**src/rtl/sub_serial.sv**
```systemverilog
`timescale 1ns/1ps
// sub_serial: digit-serial W-bit unsigned subtractor (out = in0 - in1, borrow = in0 < in1).
// Processes D bits per clock through a registered borrow chain.
// Handshakes with valid/ready on both the input and the output side.
// Optional macro SUB_SERIAL_SAT_EN: when an underflow occurs, the result
// saturates to zero instead of wrapping.
module sub_serial #(
    parameter int W = 8,
    parameter int D = 2
) (
    input  logic         clock,
    input  logic         reset_n,
    input  logic         in_valid,
    output logic         in_ready,
    input  logic [W-1:0] in0,
    input  logic [W-1:0] in1,
    output logic         out_valid,
    input  logic         out_ready,
    output logic [W-1:0] out,
    output logic         borrow
);

    localparam int NDIG = W / D;
    localparam int CW   = (NDIG > 1) ? $clog2(NDIG) : 1;
    localparam logic [CW-1:0] LAST = CW'(NDIG - 1);

    typedef enum logic [1:0] {IDLE, BUSY, DONE} state_t;

    state_t        state;
    logic [CW-1:0] cnt;
    logic [W-1:0]  a_sh;
    logic [W-1:0]  b_sh;
    logic [W-1:0]  res_sh;
    logic          brw;

    logic [D:0]    digit;
    logic [W-1:0]  res_next;

`ifdef SUB_SERIAL_SAT_EN
    // Clamp an underflowed difference to zero; the borrow flag still reports it.
    function automatic logic [W-1:0] saturate(input logic [W-1:0] d, input logic b);
        return b ? '0 : d;
    endfunction
`endif

    // One digit of subtraction plus the result register after shifting the digit in at the top.
    always_comb begin
        digit    = {1'b0, a_sh[D-1:0]} - {1'b0, b_sh[D-1:0]} - {{D{1'b0}}, brw};
        res_next = W'({digit[D-1:0], res_sh} >> D);
    end

    // Only the idle state accepts a new operand pair.
    assign in_ready = (state == IDLE);

    // Control FSM with the operand/result shift registers and registered outputs.
    always_ff @(posedge clock or negedge reset_n) begin
        if (!reset_n) begin
            state     <= IDLE;
            cnt       <= '0;
            a_sh      <= '0;
            b_sh      <= '0;
            res_sh    <= '0;
            brw       <= 1'b0;
            out       <= '0;
            borrow    <= 1'b0;
            out_valid <= 1'b0;
        end else begin
            case (state)
                IDLE: begin
                    if (in_valid) begin
                        a_sh   <= in0;
                        b_sh   <= in1;
                        res_sh <= '0;
                        brw    <= 1'b0;
                        cnt    <= '0;
                        state  <= BUSY;
                    end
                end
                BUSY: begin
                    a_sh   <= a_sh >> D;
                    b_sh   <= b_sh >> D;
                    res_sh <= res_next;
                    brw    <= digit[D];
                    cnt    <= cnt + CW'(1);
                    // Last digit: publish the full difference in one step so partial results never show.
                    if (cnt == LAST) begin
`ifdef SUB_SERIAL_SAT_EN
                        out <= saturate(res_next, digit[D]);
`else
                        out <= res_next;
`endif
                        borrow    <= digit[D];
                        out_valid <= 1'b1;
                        state     <= DONE;
                    end
                end
                DONE: begin
                    if (out_ready) begin
                        out_valid <= 1'b0;
                        state     <= IDLE;
                    end
                end
                default: begin
                    state <= IDLE;
                end
            endcase
        end
    end

endmodule

```
**config.mk**
```make
export PLATFORM = sky130hd
export DESIGN_NAME = sub_serial
export DESIGN_NICKNAME = d
export VERILOG_FILES = /design/src/rtl/sub_serial.sv
export SDC_FILE = /design/constraint.sdc
export NUM_CORES = 1
export LEC_CHECK = 0
export ABC_AREA = 0
export BUFFER_PORTS_ARGS = -buffer_cell sky130_fd_sc_hd__clkbuf_2
export CAP_MARGIN = 10
export CORE_ASPECT_RATIO = 0.6
export CORE_MARGIN = 10
export CORE_UTILIZATION = 54
export DETAILED_ROUTE_END_ITERATION = 8
export PLACE_DENSITY = 0.87
export REMOVE_ABC_BUFFERS = 1
export SLEW_MARGIN = 20
export SYNTH_ARGS = -nofsm -noshare
export SYNTH_HDL_FRONTEND = slang
export SYNTH_SLANG_ARGS = --single-unit
```
**constraint.sdc**
```tcl
create_clock -name clock -period 2.7 [get_ports clock]
set_input_delay 0 -clock clock [delete_from_list [all_inputs] [get_ports clock]]
set_output_delay 0 -clock clock [all_outputs]
set_load 0.005 [all_outputs]
```
==> out/metrics.csv <==
stage,metric,value,unit
grt,maximum number of pins on one net before global-route repair,38,
clock_network,Num Clock Sinks,37,
timing,slew of the pin with the lowest slew margin,896,ps
cells_and_area,end-of-flow core utilization,68.3,%
cells_and_area,antenna cell count,0,
timing,time the worst path needs with I/O delays and setup,2380,ps
power,logic gate share of total power,41.7,%
setup_path,CP Launch Type,flip-flop,
route,number of routed nets with antenna violations,0,
clock_network,H-tree levels,2,
setup_path,source of the critical timing path,a_sh[0]$_DFFE_PN0P_,
clock_network,insertion delay to the later sink of the worst-skew pair,290,ps
clock_network,Post-CTS Repair Setup Buffers,0,
power,total leakage power,0.000968,uW
grt,residual overflow from global routing,0,
grt,initial antenna violation count,0,
setup_path,origin of the critical flop-to-flop path,a_sh[0]$_DFFE_PN0P_,
synthesis,fraction of synthesized area in multiplexers,5.78,%
power,Int Pwr,1660,uW
power,Reg power frac,39.5,%
power,switching power,945,uW
synthesis,"FF+latch count, synth",37,
synthesis,average footprint of a synthesized cell,12.4,um^2
synthesis,Post-Synth Adder-Cell Area,4.59,%
power,worst ir drop on vdd,0.558,mV
power,switching share of total power,36.2,%
cells_and_area,Reg area,926,um^2
clock_network,TritonCTS buffer count,5,
cells_and_area,synthesis-to-layout area growth,18.4,%
power,PwrDens,1300,nW/um^2
timing,unrepaired setup endpoints after global routing,false,
timing,final setup violation count,0,
die,total I/O pin count,31,
timing,final max-slew violation count,0,
min_path,classification of the worst-slack hold path,input port to flip-flop,
place,GP Congestion,0.800,
synthesis,share of the synthesized netlist area taken by xor and xnor gates,0.519,%
clock_network,post-CTS resize count,0,
timing,normalized max-slew margin,40.3,%
setup_path,most common cell type on the critical path,fa_1,
status,result of the run,finished clean,
setup_path,cell type of the slowest stage on the worst timing path,fa_1,
place,DP Worst Slack,346,ps
timing,Fin. Hold Viols,0,
grt,first-pass GRT wire length,6.45,mm
clock_network,hold_buf cts,6,
setup_path,Critical Path Sink Type,flip-flop,
timing,Final period util,88.2,%
die,Core Area,2930,um^2
min_path,hold wc startpoint,in1[2],
synthesis,synthesized netlist cell count,136,
grt,global routing usage summed across all routing layers,13.7,%
route,Starting DRT DRC Count,71,
synthesis,"post-synthesis share of cell area spent on and, or, nand and nor gates",9.33,%
setup_path,cells along the critical path,"fa_1, inv_1, ha_1, or2_2, fa_1, mux2_4",
run,max-cap violation count,0,
route,detailed-router iteration count before antenna repair,4,
die,starting density of the core,57.7,%
timing,setup ws final,317,ps
place,count of buffers inserted at the top-level ports,30,
route,post-detailed-route via-to-cell ratio,5.67,
cells_and_area,fillcell total,211,
setup_path,Crit Path Category,flip-flop to flip-flop,
cells_and_area,fraction of final layout cells with drive strength greater than 1,33.1,%
synthesis,post-synthesis compound-gate area fraction,19.6,%
grt,number of global-route vias before repair,1274,
clock_network,clock tree from TritonCTS,yes,
place,DPL Wire Length,2.77,mm
die,overall die width,92.2,um
synthesis,share of the yosys chip area belonging to registers,54.8,%
synthesis,synthesized cell area,1690,um^2
timing,Clock Skew,12.4,ps
route,Total Routed Length,3.78,mm
die,area of the die,5840,um^2
setup_path,maximum fanout encountered on the critical timing path,3,
die,Std-Cell Rows,15,
clock_network,clock tree root buffer cell,clkbuf_8,
route,final routed wire length divided by cell count,17.6,um
setup_path,worst path arrival time,2560,ps
synthesis,dominant combinational cell family by area after synthesis,compound AO/OA/AOI/OAI gates,
clock_network,CTS clock-pin slew for the worst setup and hold paths,70,ps
power,clock network fraction of total power,18.8,%
power,final total power,2610,uW
clock_network,Clock Path Buffers,2,
timing,Post-Route Hold Slack,21.9,ps
cells_and_area,number of nets in the layout,196,
route,vias after detailed routing,1213,
synthesis,total of warnings raised by yosys,0,
setup_path,CP Data Required Time,2880,ps
timing,Fmax,420,MHz
timing,Total Negative Setup Slacks,0,ps
setup_path,"slowest stage delay, CP",590,ps
die,die extent in y,63.3,um
cells_and_area,Multi-input gate area,673,um^2
route,final routed DRC violation total,0,
synthesis,number of library cell types mapped by synthesis,33,
[cell usage in the layout (no fill, tap or decap), drive strengths merged, types with 3 or more instances in the layout]
cell type,instances
dlygate4sd3,6
nand2,8
a21oi,6
inv,6
a2bb2oi,5
o22ai,8
o21ai,8
ha,3
dfrtp,37
nor2,8
o221a,5
nand3b,3
nor3,3
mux2,7
nand2b,4
clkbuf,37
a22o,6
[logic make-up after synthesis]
| kind of cell | after synthesis |
|---|---|
| AND/OR/NAND/NOR | 28 |
| flip-flops | 37 |
| XOR/XNOR | 1 |
| multiplexers | 7 |
| adder cells (fa/ha/maj) | 5 |
| buffers and inverters | 14 |
| AO/OA/AOI/OAI | 44 |
[flip-flops by register name, indices dropped and copies added (netlist names)]
signal	count
out	8
borrow	1
res_sh	6
out_valid	1
b_sh	8
cnt	2
brw	1
state	2
a_sh	8
[layout make-up]
class | count | area share (%)
Sequential cell | 37 | 46.3
Multi-Input combinational cell | 85 | 33.6
Timing Repair Buffer | 36 | 10.5
Clock buffer | 7 | 4.32
Tap cell | 42 | 2.63
Clock inverter | 1 | 1.50
Inverter | 6 | 1.13
[stage by stage]
step           cells  cell area, um^2
6_report         214             2000
5_1_grt          214             2000
4_1_cts          214             2000
3_5_place_dp     200             1820
3_3_place_gp     200             1820
2_1_floorplan    128             1620
[metal layers]
layer	part of all wire, %	vias up	global-route usage (%)	routed length, um
li1	-	571	-	-
met2	47	39	20.4	1770
met4	1.5	0	5.36	57
met1	46	596	17.6	1730
met3	5.7	7	5.20	216
met5	0	-	0	0
[power groups by stage]
stage,clock [uW],combinational (uW),sequential [uW]
finish,490,1090,1030
global route,522,1210,1070
CTS,495,1090,1030
detailed placement,0,1070,1030
global placement,0,988,1010
floorplan,0,772,978
[cell usage after synthesis (all sizes together)]
| cell type | instances | area share, % |
|---|---|---|
| ha | 3 | 2.2 |
| fa | 2 | 2.4 |
| o31ai | 1 | 0.44 |
| buf | 7 | 3.7 |
| a221o | 2 | 1.2 |
| a32o | 2 | 1.2 |
| o22ai | 8 | 3.0 |
| a2bb2oi | 5 | 2.6 |
| nor2b | 1 | 0.37 |
| xnor2 | 1 | 0.52 |
| o21bai | 1 | 0.67 |
| inv | 6 | 1.3 |
| nor2 | 8 | 2.2 |
| mux2 | 7 | 5.8 |
| nand2b | 4 | 1.6 |
| dfrtp | 37 | 55 |
| or2 | 1 | 0.37 |
| o221a | 5 | 3.3 |
| nand3b | 3 | 2.1 |
| o21ai | 8 | 2.4 |
| a22o | 6 | 3.1 |
| clkbuf | 1 | 0.30 |
| nand2 | 8 | 1.8 |
| a21oi | 6 | 1.8 |
| nor3 | 3 | 0.89 |
[final timing paths]
kind	end	slack [ps]	cells after the start
max	out[7]$_DFFE_PN0P_	320	6
min	b_sh[2]$_DFFE_PN0P_	20	3
max reg2reg	out[7]$_DFFE_PN0P_	320	6
min reg2reg	out[6]$_DFFE_PN0P_	490	2
max in group asynchronous	b_sh[0]$_DFFE_PN0P_	1770	2
min in group asynchronous	res_sh[4]$_DFFE_PN0P_	360	2
[worst max-delay path: cells and delay by family (launching register included)]
family                   cells  cell delay, ps
multiplexers                 1             270
adder cells (fa/ha/maj)      3            1210
AND/OR/NAND/NOR              1             290
buffers and inverters        1              80
flip-flops                   1             420
Note: power is estimated with default switching activity, not from simulation.
